### config.mk
export PLATFORM = sky130hd
export DESIGN_NAME = serial_addsub_ctrl
export DESIGN_NICKNAME = d
export VERILOG_FILES = /design/src/rtl/serial_addsub_ctrl.sv
export SDC_FILE = /design/constraint.sdc
export NUM_CORES = 1
export LEC_CHECK = 0
export CORE_UTILIZATION = 30
export DETAILED_ROUTE_END_ITERATION = 16
export PLACE_DENSITY = 0.49
export RECOVER_POWER = 100
export SETUP_SLACK_MARGIN = 0.2
export SYNTH_ARGS = -nofsm -noshare
export SYNTH_HDL_FRONTEND = slang
export SYNTH_SLANG_ARGS = --single-unit
### constraint.sdc
create_clock -name clk -period 4.9 [get_ports clk]
set_input_delay 1.47 -clock clk [delete_from_list [all_inputs] [get_ports clk]]
set_output_delay 1.47 -clock clk [all_outputs]
set_load 0.05 [all_outputs]
### src/rtl/serial_addsub_ctrl.sv
// Bit-serial add/subtract sequencer driving one external 1-bit cell, LSB first.
// Optional signed-overflow output enabled by defining SERIAL_ADDSUB_OVF_EN.
module serial_addsub_ctrl #(
  parameter  int WIDTH = 8,
  localparam int CNT_W = (WIDTH > 1) ? $clog2(WIDTH) : 1
) (
  input  logic             clk,
  input  logic             rst_n,
  input  logic             start,
  input  logic             ctrl,
  input  logic [WIDTH-1:0] a,
  input  logic [WIDTH-1:0] b,
  output logic             busy,
  output logic             done,
  output logic [WIDTH-1:0] s,
  output logic             co,
`ifdef SERIAL_ADDSUB_OVF_EN
  output logic             ovf,
`endif
  output logic             cell_a,
  output logic             cell_b,
  output logic             cell_ctrl,
  output logic             cell_ci,
  input  logic             cell_s,
  input  logic             cell_co
);

  localparam logic [1:0] IDLE = 2'b00;
  localparam logic [1:0] RUN  = 2'b01;
  localparam logic [1:0] DONE = 2'b10;

  typedef struct packed {
    logic [WIDTH-1:0] a_sh;
    logic [WIDTH-1:0] b_sh;
    logic             mode;
  } op_t;

  logic [1:0]       state_q, state_d;
  op_t              op_q, op_d;
  logic             carry_q, carry_d;
  logic [CNT_W-1:0] cnt_q, cnt_d;
  logic [WIDTH-1:0] res_sh_q, res_sh_d;
  logic [WIDTH-1:0] s_q, s_d;
  logic             co_q, co_d;
`ifdef SERIAL_ADDSUB_OVF_EN
  logic             ovf_q, ovf_d;
`endif

  logic run;
  assign run = (state_q == RUN);

  always_comb begin
    state_d  = state_q;
    op_d     = op_q;
    carry_d  = carry_q;
    cnt_d    = cnt_q;
    res_sh_d = res_sh_q;
    s_d      = s_q;
    co_d     = co_q;
`ifdef SERIAL_ADDSUB_OVF_EN
    ovf_d    = ovf_q;
`endif
    case (state_q)
      IDLE: begin
        if (start) begin
          op_d.a_sh = a;
          op_d.b_sh = b;
          op_d.mode = ctrl;
          // Subtract is A + ~B + 1: the +1 enters as the initial carry.
          carry_d   = ctrl;
          cnt_d     = '0;
          state_d   = RUN;
        end
      end
      RUN: begin
        res_sh_d  = {cell_s, res_sh_q[WIDTH-1:1]};
        carry_d   = cell_co;
        op_d.a_sh = op_q.a_sh >> 1;
        op_d.b_sh = op_q.b_sh >> 1;
        cnt_d     = cnt_q + CNT_W'(1);
        if (cnt_q == CNT_W'(WIDTH - 1)) begin
          s_d     = res_sh_d;
          co_d    = cell_co;
`ifdef SERIAL_ADDSUB_OVF_EN
          // carry_q here is the carry into the MSB position.
          ovf_d   = carry_q ^ cell_co;
`endif
          cnt_d   = '0;
          state_d = DONE;
        end
      end
      DONE:    state_d = IDLE;
      default: state_d = IDLE;
    endcase
  end

  always_ff @(posedge clk or negedge rst_n) begin
    if (!rst_n) begin
      state_q  <= IDLE;
      op_q     <= '0;
      carry_q  <= 1'b0;
      cnt_q    <= '0;
      res_sh_q <= '0;
      s_q      <= '0;
      co_q     <= 1'b0;
`ifdef SERIAL_ADDSUB_OVF_EN
      ovf_q    <= 1'b0;
`endif
    end else begin
      state_q  <= state_d;
      op_q     <= op_d;
      carry_q  <= carry_d;
      cnt_q    <= cnt_d;
      res_sh_q <= res_sh_d;
      s_q      <= s_d;
      co_q     <= co_d;
`ifdef SERIAL_ADDSUB_OVF_EN
      ovf_q    <= ovf_d;
`endif
    end
  end

  assign busy      = (state_q == RUN) || (state_q == DONE);
  assign done      = (state_q == DONE);
  assign s         = s_q;
  assign co        = co_q;
`ifdef SERIAL_ADDSUB_OVF_EN
  assign ovf       = ovf_q;
`endif
  assign cell_a    = run & op_q.a_sh[0];
  assign cell_b    = run & op_q.b_sh[0];
  assign cell_ctrl = run & op_q.mode;
  assign cell_ci   = run & carry_q;

endmodule

* After elaboration in Yosys (flattened, before gate mapping)
Index checks and enable logic that the tools add are counted.
** Operators by class
- Reduce and logical (&&, ||, !) cells :: 7
- Multiplexer cells :: 10
- $add $sub $neg :: 1
- Bitwise operators :: 4
- Equality and inequality tests :: 5
** Operators with widths (count)
- $pmux W16 S2 :: 1
- $mux W17 :: 1
- $reduce_and A2 Y1 :: 4
- $mux W3 :: 2
- $pmux W3 S2 :: 1
- $and A1 B1 Y1 :: 4
- $mux W2 :: 2
- $pmux W2 S2 :: 1
- $add A3 B1 Y3 const B :: 1
- $eq A3 B3 Y1 const B :: 1
- $eq A2 B1 Y1 const B :: 1
- $eq A2 B2 Y1 const B :: 1
- $logic_not A2 Y1 :: 1
- $ne A2 B1 Y1 const B :: 1
- $ne A2 B2 Y1 const B :: 1
- $pmux W1 S2 :: 1
- $reduce_bool A2 Y1 :: 1
- $logic_or A1 B1 Y1 :: 1
- $mux W1 :: 1
** Storage, ports and cells
- Output and inout port bits :: 15
- Bits of input ports :: 22
- Bits in registers :: 40
- Logic and storage cells :: 36

* Longest topological paths before layout
- Word-level depth :: 3
- Depth in mapped cells :: 7
- Gate-level depth less buffers :: 5

* Worst setup path after synthesis
OpenSTA, ideal clock, no wires.
- Kind :: register to output
- Start point :: register state_q[1]
- End point :: output port cell_a
- Data arrival time :: 1.414 ns
- Slack :: 2.016 ns
- Buffers on the path :: 2
- Required time :: 3.430 ns
- Stages on the path, launching flop included :: 6
- Cells stage by stage :: dfrtp_1 -> inv_1 -> ha_1 -> buf_4 -> buf_2 -> and2_1
** On the way
- Longest elaborated chain between the ends :: 2
** Ends and longest elaborated chain
- from (decl) :: line 38 : logic [1:0] state_q, state_d;
- from (signal assigned) :: line 110 : state_q <= state_d;
- $eq A2 B1 Y1 :: line 50 : assign run = (state_q == RUN);
- $and A1 B1 Y1 :: line 130 : assign cell_a = run & op_q.a_sh[0];
- to (decl) :: line 20 : output logic cell_a,
No other way between the ends.

* Worst setup path in the final report
- Start point :: register state_q[1]
- End point :: output port cell_ci
** On the way
- Longest elaborated chain between the ends :: 2
** Ends and longest elaborated chain
- $eq A2 B1 Y1 :: line 50
- $and A1 B1 Y1 :: line 133 : assign cell_ci = run & carry_q;
- to (decl) :: line 23 : output logic cell_ci,
No other way between the ends.

==> impl_metrics.xml <==
<?xml version="1.0" encoding="UTF-8"?>
<metrics>
  <group name="timing">
    <metric name="finClkSkew" unit="ns">0.00827</metric>
    <metric name="worst_slew_margin_relative_to_its_limit" unit="">-0.404</metric>
    <metric name="slew_viol_final" unit="">40</metric>
    <metric name="grt_setup_unrepaired" unit="">false</metric>
    <metric name="worst_pin_slew" unit="ns">2.11</metric>
    <metric name="setup_viol_count_final" unit="">0</metric>
    <metric name="final-hold-violation-count" unit="">0</metric>
    <metric name="post-route-min-period" unit="ns">3.75</metric>
    <metric name="setup_total_negative_slack" unit="ns">0</metric>
    <metric name="achievable-frequency" unit="MHz">267</metric>
    <metric name="post-route-period-util" unit="">0.765</metric>
  </group>
  <group name="setup_path">
    <metric name="critPathTopFamily" unit="">buffers and inverters</metric>
    <metric name="worst_setup_path_startpoint" unit="">state_q[1]</metric>
    <metric name="timing.setup.critical_path_class" unit="">reg -&gt; out</metric>
    <metric name="reg2reg_capture_point" unit="">op_q[6]</metric>
    <metric name="worstPathCellList" unit="">inv_1 -&gt; ha_1 -&gt; and2_1 -&gt; dlygate4sd3_1</metric>
    <metric name="worst_path_required" unit="ns">3.43</metric>
    <metric name="cp_max_fo" unit="">12</metric>
    <metric name="timing.critical_path.to_type" unit="">primary output</metric>
    <metric name="crit_path_start_kind" unit="">flop</metric>
    <metric name="crit_arrival" unit="ns">2.28</metric>
    <metric name="r2r_start" unit="">state_q[1]</metric>
    <metric name="worst_path_largest_cell_delay" unit="ns">0.88</metric>
    <metric name="cp_num_cells" unit="">4</metric>
    <metric name="reg2reg_slack" unit="ns">1.79</metric>
    <metric name="ff2ff_path_depth" unit="">5</metric>
    <metric name="critPathSlowestCell" unit="">dlygate4sd3_1</metric>
    <metric name="cp-endpoint" unit="">cell_ci</metric>
    <metric name="crit_buf_inv" unit="">2</metric>
  </group>
  <group name="clock_network">
    <metric name="postCtsResizedCells" unit="">0</metric>
    <metric name="clk_pin_slew" unit="ns">0.07</metric>
    <metric name="cts_num_sinks" unit="">39</metric>
    <metric name="postCtsSetupBuffers" unit="">0</metric>
    <metric name="cts-root-buf" unit="">clkbuf_8</metric>
    <metric name="clock_insertion_delay_worst_skew" unit="ns">0.29</metric>
    <metric name="cts_hold_buffers" unit="">0</metric>
    <metric name="cts_made_buffers" unit="">5</metric>
    <metric name="cts_htree_levels" unit="">2</metric>
    <metric name="tritoncts" unit="">yes</metric>
    <metric name="cts_max_path_bufs" unit="">2</metric>
  </group>
  <group name="job">
    <metric name="maxCapViolCount" unit="">1</metric>
  </group>
  <group name="grt">
    <metric name="overflow" unit="">0</metric>
    <metric name="first_global_vias" unit="">1393</metric>
    <metric name="antenna_violations_before_repair" unit="">0</metric>
    <metric name="first_pass_grt_wire_length" unit="microns">6690</metric>
    <metric name="globalRouteTotalUtil" unit="">0.136</metric>
    <metric name="maximum_number_of_pins_on_one_net_before_global_route_repair" unit="">40</metric>
  </group>
  <group name="synth">
    <metric name="post_synth_instance_area" unit="sq um">1880</metric>
    <metric name="synth_top_cell_by_area" unit="">dfrtp_1</metric>
    <metric name="async_reset_ff_frac" unit="">1.00</metric>
    <metric name="seq_area_frac_synth" unit="">0.520</metric>
    <metric name="netlist-cell-type-count" unit="">27</metric>
    <metric name="synth_seq_cells" unit="">39</metric>
    <metric name="synth_area_per_cell" unit="sq um">11.8</metric>
    <metric name="synth-edff-count" unit="">0</metric>
    <metric name="synth_net_count" unit="">187</metric>
    <metric name="synth_most_common_cell" unit="">dfrtp_1</metric>
    <metric name="synth_top_flop_cell" unit="">dfrtp_1</metric>
    <metric name="synth-warning-count" unit="">0</metric>
    <metric name="yosys-top-cells-area" unit="">dfrtp_1 (52%), mux2_2 (9.6%), a221oi_2 (5.6%)</metric>
    <metric name="post_synth_inst_count" unit="">159</metric>
    <metric name="post-synth-top-area-fraction" unit="">0.520</metric>
    <metric name="synth.top_cells.by_count" unit="">dfrtp_1 (39), inv_1 (17), mux2_2 (16), nor2_1 (14), o22ai_1 (14)</metric>
  </group>
  <group name="final_layout">
    <metric name="finish.utilization" unit="">0.379</metric>
    <metric name="multi_input_area" unit="sq um">708</metric>
    <metric name="final_cells" unit="">267</metric>
    <metric name="fillCellCount" unit="">595</metric>
    <metric name="antenna_cells_inserted" unit="">0</metric>
    <metric name="seqCellArea" unit="sq um">976</metric>
    <metric name="drive_gt1_frac" unit="">0.125</metric>
    <metric name="finalInstanceArea" unit="sq um">2270</metric>
    <metric name="num-nets-final" unit="">221</metric>
    <metric name="area_delta_synth_final" unit="%">21.1</metric>
  </group>
  <group name="outcome">
    <metric name="status" unit="">finished with violations</metric>
    <metric name="violations" unit="">max-capacitance violations, max-slew violations</metric>
  </group>
  <group name="detailed_routing">
    <metric name="dr.pass1.iters" unit="">4</metric>
    <metric name="detailedRoute.firstIterationViolations" unit="">49</metric>
    <metric name="detail_route.wl_per_cell" unit="microns">15.1</metric>
    <metric name="drc" unit="">0</metric>
    <metric name="detail_route.vias_per_cell" unit="">4.99</metric>
    <metric name="antenna_violating_nets_post_route" unit="">0</metric>
    <metric name="via_count" unit="">1331</metric>
    <metric name="finalWirelength" unit="microns">4030</metric>
  </group>
  <group name="die">
    <metric name="ioPinCount" unit="">37</metric>
    <metric name="dieArea" unit="sq um">6580</metric>
    <metric name="number_of_placement_rows" unit="">28</metric>
    <metric name="coreArea" unit="sq um">5990</metric>
    <metric name="die-width" unit="microns">81.1</metric>
    <metric name="floorplan.initialDensity" unit="">0.313</metric>
    <metric name="die_height" unit="microns">81.1</metric>
  </group>
  <group name="power">
    <metric name="total_leakage_power" unit="nW">1.03</metric>
    <metric name="ir_worst_vdd" unit="mV">0.217</metric>
    <metric name="p_total" unit="W">0.00142</metric>
    <metric name="power-per-cell-area" unit="nW/um^2">624</metric>
  </group>
  <group name="placement">
    <metric name="detailed_place_hpwl" unit="microns">2600</metric>
    <metric name="dp.cells" unit="">261</metric>
    <metric name="portBuffers" unit="">36</metric>
    <metric name="dpl-instance-area" unit="sq um">2260</metric>
    <metric name="gpl.final_weighted_congestion" unit="">0.732</metric>
  </group>
  <group name="min_path">
    <metric name="worst_hold_path_type" unit="">reg -&gt; reg</metric>
  </group>
</metrics>
==> stage by stage <==
step | hold WS [ns] | setup slack (ns)
6_report | 0.505 | 1.15
2_1_floorplan | 0.450 | 2.02
3_5_place_dp | 0.496 | 1.51
5_1_grt | 0.528 | 1.03
3_3_place_gp | 0.469 | 1.56
4_1_cts | 0.512 | 1.18
==> per-layer routing <==
metal | track usage | vias up | part of all wire
met1 | 0.175 | 655 | 0.47
met4 | 0.0482 | 0 | 0.010
met5 | 0 | - | 0
met3 | 0.0315 | 5 | 0.054
li1 | - | 634 | -
met2 | 0.223 | 37 | 0.47
==> registers in the layout, summed over array words and instances (netlist names) <==
register  count
res_sh_q      7
s             8
co            1
op_q         17
state_q       2
carry_q       1
cnt_q         3
==> where the power goes <==
group	total, W	switching, W	internal [W]	leakage, nW
clock network	0.000198	0.000103	0.0000949	0.0371
registers	0.000535	0.0000831	0.000452	0.463
logic	0.000685	0.000413	0.000272	0.533
total	0.00142	0.000599	0.000818	1.03
==> layout make-up <==
type / instances / area share
Tap cell: 75 / 0.0413
Timing Repair Buffer: 37 / 0.157
Inverter: 17 / 0.0281
Multi-Input combinational cell: 93 / 0.312
Clock buffer: 6 / 0.0319
Sequential cell: 39 / 0.430
==> logic make-up after synthesis <==
kind of cell	synth area share
AOI/OAI and AO/OA	0.187
adders and majority gates	0.0400
buffers and inverters	0.0727
DFF	0.520
muxes	0.101
and+or+nand+nor	0.0793
==> worst min-delay path by stage <==
stage             start       end  cells after the start  slack [ns]
2_1_floorplan  op_q[16]  op_q[16]                      2        0.45
3_3_place_gp         co        co                      2        0.47
3_5_place_dp    op_q[0]   op_q[0]                      1        0.50
4_1_cts         op_q[0]   op_q[0]                      1        0.51
5_1_grt            s[2]      s[2]                      1        0.53
6_report             co        co                      2        0.50
==> tightest hold or removal path, cell delays in order, from the launching register on <==
cell and delay, ns:
dfrtp_1 0.34, nand2_1 0.04, o21ai_0 0.08
==> placed cells by master (no fill, tap or decap), types with 5 or more instances in the layout <==
master | netlist | routed
a221oi_1 | 6 | 13
clkbuf_8 | 0 | 5
clkdlybuf4s50_1 | 0 | 19
dfrtp_1 | 39 | 39
dlygate4sd3_1 | 0 | 16
ha_1 | 6 | 6
inv_1 | 17 | 17
mux2_2 | 16 | 16
nand2_1 | 4 | 5
nor2_1 | 14 | 14
o22ai_1 | 14 | 14
No activity file was read; power rests on OpenSTA's default activity.
